`config.mk`:
```
export PLATFORM = sky130hd
export DESIGN_NAME = kgp_addsub_pipe
export DESIGN_NICKNAME = d
export VERILOG_FILES = /design/src/rtl/kgp_pkg.sv /design/src/rtl/kgp_prefix_level.sv /design/src/rtl/kgp_addsub_pipe.sv
export SDC_FILE = /design/constraint.sdc
export NUM_CORES = 1
export LEC_CHECK = 0
export BUFFER_PORTS_ARGS = -buffer_cell sky130_fd_sc_hd__buf_2
export CAP_MARGIN = 0
export CORE_AREA = 2 2 234 236
export DETAILED_ROUTE_END_ITERATION = 8
export DIE_AREA = 0 0 236 238
export SYNTH_ARGS = -nofsm -noshare
export SYNTH_HDL_FRONTEND = slang
export SYNTH_SLANG_ARGS = --single-unit
```
`constraint.sdc`:
```
create_clock -name clk -period 2.14 [get_ports clk]
set_clock_uncertainty 0.15 [all_clocks]
set_input_delay 0.428 -clock clk [delete_from_list [all_inputs] [get_ports clk]]
set_output_delay 0.428 -clock clk [all_outputs]
set_load 0.03 [all_outputs]
```
`src/rtl/kgp_pkg.sv`:
```
// Shared KGP (kill / generate / propagate) definitions for the prefix adder.
// Encoding: K = 00, P = 01 or 10 (either means propagate), G = 11.
package kgp_pkg;

    typedef logic [1:0] kgp_t;

    localparam kgp_t KGP_K     = 2'b00;
    localparam kgp_t KGP_P     = 2'b01;
    localparam kgp_t KGP_P_ALT = 2'b10;
    localparam kgp_t KGP_G     = 2'b11;

    // A group propagates when exactly one of its two code bits is set.
    function automatic logic kgpIsProp(input kgp_t grp);
        return grp[1] ^ grp[0];
    endfunction

    // Per-bit encoding: {a&b, a|b} gives 11 = G, 00 = K, 01 = P.
    function automatic kgp_t kgpEncode(input logic aBit, input logic bBit);
        return {aBit & bBit, aBit | bBit};
    endfunction

    // Combine a higher group with the adjacent lower group: a K or G
    // high part decides on its own, a propagating one passes the low part.
    function automatic kgp_t kgpCombine(input kgp_t hi, input kgp_t lo);
        return kgpIsProp(hi) ? lo : hi;
    endfunction

    // Carry out of a resolved group; a still-propagating group passes c0.
    function automatic logic kgpCarry(input kgp_t grp, input logic c0);
        return kgpIsProp(grp) ? c0 : grp[1];
    endfunction

    // Ceiling log2, usable in constant expressions.
    function automatic int clog2(input int value);
        int r;
        r = 0;
        while ((1 << r) < value) begin
            r = r + 1;
        end
        return r;
    endfunction

endpackage

```
`src/rtl/kgp_prefix_level.sv`:
```
// One Kogge-Stone combine level: every position at or above DIST merges
// with the group DIST positions below it; lower positions pass through.
module kgp_prefix_level
    import kgp_pkg::*;
#(
    parameter int N    = 33,
    parameter int DIST = 1
) (
    input  kgp_t [N-1:0] grp_i,
    output kgp_t [N-1:0] grp_o
);

    for (genvar i = 0; i < N; i++) begin : genBit
        if (i >= DIST) begin : genCombine
            assign grp_o[i] = kgpCombine(grp_i[i], grp_i[i-DIST]);
        end else begin : genPass
            assign grp_o[i] = grp_i[i];
        end
    end

endmodule

```
`src/rtl/kgp_addsub_pipe.sv`:
```
// Fully pipelined Kogge-Stone adder/subtractor with valid/ready handshake.
// Position 0 of the prefix vector carries c0 as bit -1, so after all levels
// position i+1 holds the resolved carry out of operand bit i.
module kgp_addsub_pipe
    import kgp_pkg::*;
#(
    parameter int WIDTH       = 32,
    parameter int LVL_PER_STG = 2
) (
    input  logic             clk,
    input  logic             reset,
    input  logic             in_valid,
    output logic             in_ready,
    input  logic [WIDTH-1:0] a,
    input  logic [WIDTH-1:0] b,
    input  logic             cin,
    input  logic             sub,
    output logic             out_valid,
    input  logic             out_ready,
    output logic [WIDTH-1:0] sum,
    output logic             cout,
    output logic             ovf,
    output logic             zero
);

    localparam int LOG = clog2(WIDTH);
    localparam int NP  = (LOG + LVL_PER_STG - 1) / LVL_PER_STG;

    typedef kgp_t [WIDTH:0] grp_t;

    // Stage 0 holds the raw encoding, stages 1..NP the partially resolved prefix.
    grp_t             stgGrp_q   [NP+1];
    logic [WIDTH-1:0] stgProp_q  [NP+1];
    logic [NP:0]      stgValid_q;
    logic [NP:0]      stgC0_q;
    logic [NP:0]      stgSignA_q;
    logic [NP:0]      stgSignB_q;

    grp_t             stg0Grp_d;
    logic [WIDTH-1:0] stg0Prop_d;
    logic             stg0C0_d;
    logic             stg0SignA_d;
    logic             stg0SignB_d;

    grp_t             prefOut [NP];

    logic             outValid_q;
    logic [WIDTH-1:0] sum_q, sum_d;
    logic             cout_q, cout_d;
    logic             ovf_q, ovf_d;
    logic             zero_q, zero_d;

    logic             adv;

    // Every stage moves together unless a finished result is stuck at the output.
    assign adv       = !outValid_q || out_ready;
    assign in_ready  = adv;
    assign out_valid = outValid_q;
    assign sum       = sum_q;
    assign cout      = cout_q;
    assign ovf       = ovf_q;
    assign zero      = zero_q;

    // Effective operands and per-bit KGP encoding for the incoming operation.
    always_comb begin
        logic [WIDTH-1:0] bEff;
        bEff        = sub ? ~b : b;
        stg0C0_d    = sub | cin;
        stg0Grp_d   = '0;
        stg0Grp_d[0] = stg0C0_d ? KGP_G : KGP_K;
        for (int i = 0; i < WIDTH; i++) begin
            stg0Grp_d[i+1] = kgpEncode(a[i], bEff[i]);
        end
        stg0Prop_d  = a ^ bEff;
        stg0SignA_d = a[WIDTH-1];
        stg0SignB_d = bEff[WIDTH-1];
    end

    // Combine levels; each register stage feeds LVL_PER_STG consecutive levels.
    for (genvar l = 0; l < LOG; l++) begin : genLevel
        grp_t levelIn;
        grp_t levelOut;
        if (l % LVL_PER_STG == 0) begin : genFromReg
            assign levelIn = stgGrp_q[l / LVL_PER_STG];
        end else begin : genFromPrev
            assign levelIn = genLevel[l-1].levelOut;
        end
        kgp_prefix_level #(
            .N    (WIDTH + 1),
            .DIST (1 << l)
        ) uLevel (
            .grp_i (levelIn),
            .grp_o (levelOut)
        );
    end

    // Tap the last level belonging to each register stage.
    for (genvar s = 0; s < NP; s++) begin : genStageTap
        localparam int LAST = (((s + 1) * LVL_PER_STG < LOG) ? (s + 1) * LVL_PER_STG : LOG) - 1;
        assign prefOut[s] = genLevel[LAST].levelOut;
    end

    // Final stage: sum bits, carry-out, signed overflow and zero flag.
    always_comb begin
        sum_d = '0;
        for (int i = 0; i < WIDTH; i++) begin
            sum_d[i] = stgProp_q[NP][i] ^ kgpCarry(stgGrp_q[NP][i], stgC0_q[NP]);
        end
        cout_d = kgpCarry(stgGrp_q[NP][WIDTH], stgC0_q[NP]);
        ovf_d  = (stgSignA_q[NP] == stgSignB_q[NP]) && (sum_d[WIDTH-1] != stgSignA_q[NP]);
        zero_d = ~|sum_d;
    end

    // Pipeline registers; everything, bubbles included, holds while stalled.
    always_ff @(posedge clk or negedge reset) begin
        if (!reset) begin
            for (int s = 0; s <= NP; s++) begin
                stgGrp_q[s]  <= '0;
                stgProp_q[s] <= '0;
            end
            stgValid_q <= '0;
            stgC0_q    <= '0;
            stgSignA_q <= '0;
            stgSignB_q <= '0;
            outValid_q <= 1'b0;
            sum_q      <= '0;
            cout_q     <= 1'b0;
            ovf_q      <= 1'b0;
            zero_q     <= 1'b0;
        end else if (adv) begin
            stgValid_q[0] <= in_valid;
            stgGrp_q[0]   <= stg0Grp_d;
            stgProp_q[0]  <= stg0Prop_d;
            stgC0_q[0]    <= stg0C0_d;
            stgSignA_q[0] <= stg0SignA_d;
            stgSignB_q[0] <= stg0SignB_d;
            for (int s = 1; s <= NP; s++) begin
                stgValid_q[s] <= stgValid_q[s-1];
                stgGrp_q[s]   <= prefOut[s-1];
                stgProp_q[s]  <= stgProp_q[s-1];
                stgC0_q[s]    <= stgC0_q[s-1];
                stgSignA_q[s] <= stgSignA_q[s-1];
                stgSignB_q[s] <= stgSignB_q[s-1];
            end
            outValid_q <= stgValid_q[NP];
            sum_q      <= sum_d;
            cout_q     <= cout_d;
            ovf_q      <= ovf_d;
            zero_q     <= zero_d;
        end
    end

endmodule

```
Word-level counts from Yosys, hierarchy flattened
Cells that the tools add are included.
{ "op_classes": {"n_eq_ne": 2, "mux": 169, "bitwise_logic": 266, "n_reduce_logical": 5} }
{ "ops": {"columns": ["op", "count"], "rows": [
  ["$mux 2", 135],
  ["$xor 1x1->1", 199],
  ["$mux 1", 33],
  ["$or 1x1->1", 33],
  ["$and 1x1->1", 32],
  ["$mux 32", 1],
  ["$not 32->32", 1],
  ["$reduce_or 32->1", 1],
  ["$xor 32x32->32", 1],
  ["$logic_not 1->1", 2],
  ["$eq 1x1->1", 1],
  ["$logic_and 1x1->1", 1],
  ["$logic_or 1x1->1", 1],
  ["$ne 1x1->1", 1]
]} }
{ "totals": {"register_bits": 444, "wordCells": 587, "out_inout_bits": 37, "input_bits": 70} }

Depth between registers and ports, before layout
{ "depth": {"word_depth": 5, "depth_mapped": 8} }

Cells and area by module
A second synthesis with hierarchy kept.
{ "unflattened": {"cells_unflattened": 1587, "hier_area_um2": 21665.8} }
{ "modules_own_cells": {"columns": ["module", "seq_area_each_um2", "cells_each", "area_each_um2", "n_inst"], "rows": [
  ["kgp_addsub_pipe", 11060.6, 1257, 18262.5, 1],
  ["kgp_prefix_level at genLevel[1].uLevel", 0.0, 66, 728.2, 1],
  ["kgp_prefix_level at genLevel[2].uLevel", 0.0, 66, 713.2, 1],
  ["kgp_prefix_level at genLevel[3].uLevel", 0.0, 66, 683.2, 1],
  ["kgp_prefix_level at genLevel[0].uLevel", 0.0, 66, 655.6, 1],
  ["kgp_prefix_level at genLevel[4].uLevel", 0.0, 66, 623.1, 1]
]} }

Worst setup path before layout
No wires, ideal clock.
{ "synth_path": {"kind": "register to output", "start": "register outValid_q, in the netlist out_valid", "end": "output port in_ready", "path_slack_ps": -27, "t_required_ps": 1562, "path_stages_with_launch": 6, "t_arrival_ps": 1589, "path_cell_list": "dfrtp_1 nor2b_1 buf_2 clkinv_1 clkbuf_1 clkbuf_1"} }
{ "synth_via": {"elab_chain_len": 2} }
{ "synth_rtl": {"columns": ["element", "line", "source"], "rows": [
  ["start: declaration", "kgp_addsub_pipe.sv:47", "logic outValid_q;"],
  ["start signal: assignment", "kgp_addsub_pipe.sv:145", "outValid_q <= stgValid_q[NP];"],
  ["$logic_not 1->1", "kgp_addsub_pipe.sv:56", "assign adv = !outValid_q || out_ready;"],
  ["$logic_or 1x1->1", "kgp_addsub_pipe.sv:56", null],
  ["end: declaration", "kgp_addsub_pipe.sv:13", "output logic in_ready,"]
]} }
No other way between the ends.

Worst setup path in the final report
Same ends and word-level chain as after synthesis.

==> reports/results.ini <==
[logic_synthesis]
synth.distinct_cells = 45
synth_area_leaders = dfrtp_1 53%, nand2_1 15%, a21oi_1 4.4%
synth-edff-count = 0
synth_cells = 2356
synth_area_leader_cell = dfrtp_1
syn_area_sq_um = 20760
yosys_warnings = 0
synth_most_common_cell = nand2_1
async_flop_share = 1.000
synth_top_area_frac = 0.5256
seq_area_frac_synth = 0.5256
syn_area_per_cell_sq_um = 8.810
synth_top_flop_cell = dfrtp_1
synth_fp_nets = 2490
yosys_register_bits = 436
synthTopCellsByCount = 812 x nand2_1, 436 x dfrtp_1, 185 x nor2_1

[outcome]
status = complete, no violations

[clock_tree]
clock-sinks = 436
clk_latency_ps = 590
h-tree-depth = 2
cts_tree = built
root_buffer = clkbuf_16
cts_inserted_buffers = 46
clkSlewWorstSetupHoldPaths_ps = 60
clockBufferDepth = 3

[placed_design]
place_congestion = 0.8793
port_buffers = 106
hpwl_um = 42870

[critical_path]
worstPathCellList = nor2b_4, inv_8, clkbuf_4
required_ps = 1560
arrival_ps = 1510
critPathSlowestCell = dfrtp_1
path_delay_family = buffers and inverters
crit_path_end_kind = output port
cp_num_buf_inv = 2
criticalPathCategory = flop to output port
cpPeakStageDelay_ps = 380
start_kind = flop
cp_max_fo = 16

[global_routing]
grt.overflow.total = 0
grt_max_degree = 98
antenna_found_initial = 0
grt_pass1_vias = 16011
grt_usage = 0.2061
grt_first_pass_wirelength_um = 90950

[timing]
min_period_ps = 2091
max_freq_mhz = 478.3
fin_crit_sh = 0.9769
worst_slew_pin_slew_ps = 528.7
rsz0062_at_grt = no
drv_slew = 0
finalSetupViolCount = 0
hold_violations = 0
max_slew_margin = 0.6475
setup-tns-final_ps = 0

[detailed_routing]
ant_nets = 0
first_iter_violations = 1215
drc = 0
vias_per_cell = 5.109
dr.pass1.iters = 5
vias = 16441
totalWireLength_um = 57040
detail_route.wl_per_cell_um = 17.73

[finish]
synthToLayoutAreaGrowth_pct = 16.96
layout-drive-gt1-share = 0.1225
final_util = 0.4538
n_antenna_cell = 0
nets = 2619
n_fill_cell = 5163
regArea_sq_um = 10910
multiInputGateArea_sq_um = 9140

[floorplan]
design.core.area_sq_um = 53500
io-pin-count = 107
die-area_sq_um = 56170
initial_core_util = 0.3880
rows = 85
fp.dieH_um = 238
die_w_um = 236

[min_path]
hold_path.class = input pin to flop

[pwr]
power_density_nw_per_um2 = 1620
p_leak_uw = 0.01197
power_uw = 39320
peakVddDrop_mv = 0.6058

[flow_run]
max_cap_violations = 0

registers in the layout (all words and copies together) (netlist names), 4 cells and up:
register / cells
genLevel.levelIn: 195
stgGrp_q: 65
stgProp_q: 128
stgSignA_q: 4
stgSignB_q: 4
stgValid_q: 4
sum: 32
worst reg2reg max path, stage by stage, from the launching register on:
cell and delay, ps:
dfrtp_1 410, buf_4 200, maj3_2 320, xnor2_1 210, nand4_1 160, nor4_2 310, a32o_1 190
per-stage QoR:
| stage | cell area [sq um] | std cells | hold WS, ps | setup slack, ps |
|---|---|---|---|---|
| 3_3_place_gp | 22630 | 3127 | 271.6 | 130.1 |
| 3_5_place_dp | 22630 | 3127 | 269.3 | 87.25 |
| 2_1_floorplan | 20760 | 2356 | -17.59 | 148.1 |
| 6_report | 24280 | 3218 | 24.73 | 49.35 |
| 5_1_grt | 24280 | 3218 | 52.60 | 2.790 |
| 4_1_cts | 24250 | 3218 | 13.54 | 11.80 |
area by class of cell:
type                            instances  area share
Clock buffer                           65     0.05576
Clock inverter                         20    0.008762
Inverter                               69     0.01098
Multi-Input combinational cell       1733      0.3765
Sequential cell                       436      0.4494
Tap cell                              696     0.03587
Timing Repair Buffer                  198     0.06246
Timing Repair inverter                  1   0.0002577
routing by layer:
metal  vias up  share of wire  GRT usage
li1       8081              -          -
met1      7971           0.45     0.2797
met2       307           0.48     0.3425
met3        82          0.036    0.02418
met4         0          0.030    0.07238
met5         -              0          0
layout by cell type, fill, tap and decap left out, types with 12 or more instances in the layout:
cell type and count:
clkinv_2 12, xnor2_1 35, nand2_1 812, buf_12 22, o21ai_0 110, ha_1 64
maj3_2 14, dfrtp_1 436, a21o_1 66, buf_4 67, clkbuf_16 47, and2_1 12
nor2_1 185, maj3_1 39, o31ai_1 64, a311oi_1 29, inv_1 68, a21oi_1 181
xor2_1 32, buf_2 104
logic make-up (layout without fill, tap and decap cells):
group	count (synthesis)	count (layout)	share of synthesized area
muxes	4	4	0.002170
and+or+nand+nor	1040	1040	0.1933
DFF	436	436	0.5256
buffers and inverters	187	353	0.03568
xor gates and xnor gates	70	70	0.02990
AOI/OAI and AO/OA	502	502	0.1483
adders and majority gates	117	117	0.06498
power breakdown:
part / internal, uW / switching [uW]
Clock: 4900 / 3380
Combinational: 6420 / 8590
Sequential: 12000 / 4050
Total: 23300 / 16000
worst paths after layout:
kind                                                 from                                 end  slack [ps]  cells after the start
worst min register to register  stgValid_q[3]$_DFFE_PN0P_           stgValid_q[3]$_DFFE_PN0P_         320                      2
worst max-delay path                out_valid$_DFFE_PN0P_                            in_ready          50                      3
min in group asynchronous                           reset           stgProp_q[39]$_DFFE_PN0P_         260                      2
worst max register to register    stgGrp_q[0]$_DFFE_PN0P_                    zero$_DFFE_PN0P_         120                      6
max in group asynchronous                           reset  genLevel[0].levelIn[7]$_DFFE_PN0P_         840                      3
worst min-delay path                                a[31]           stgSignA_q[0]$_DFFE_PN0P_          20                      3
repair_timing:
| action | CTS | global route |
|---|---|---|
| endpoints found under the setup margin | 1 | 4 |
| cloned | 1 | 0 |
| hold buffers | 3 | 0 |
| endpoints found under the hold margin | 35 | 0 |
| setup buffers | 2 | 0 |
| resized for setup | 0 | 5 |
No activity file was read; power rests on OpenSTA's default activity.
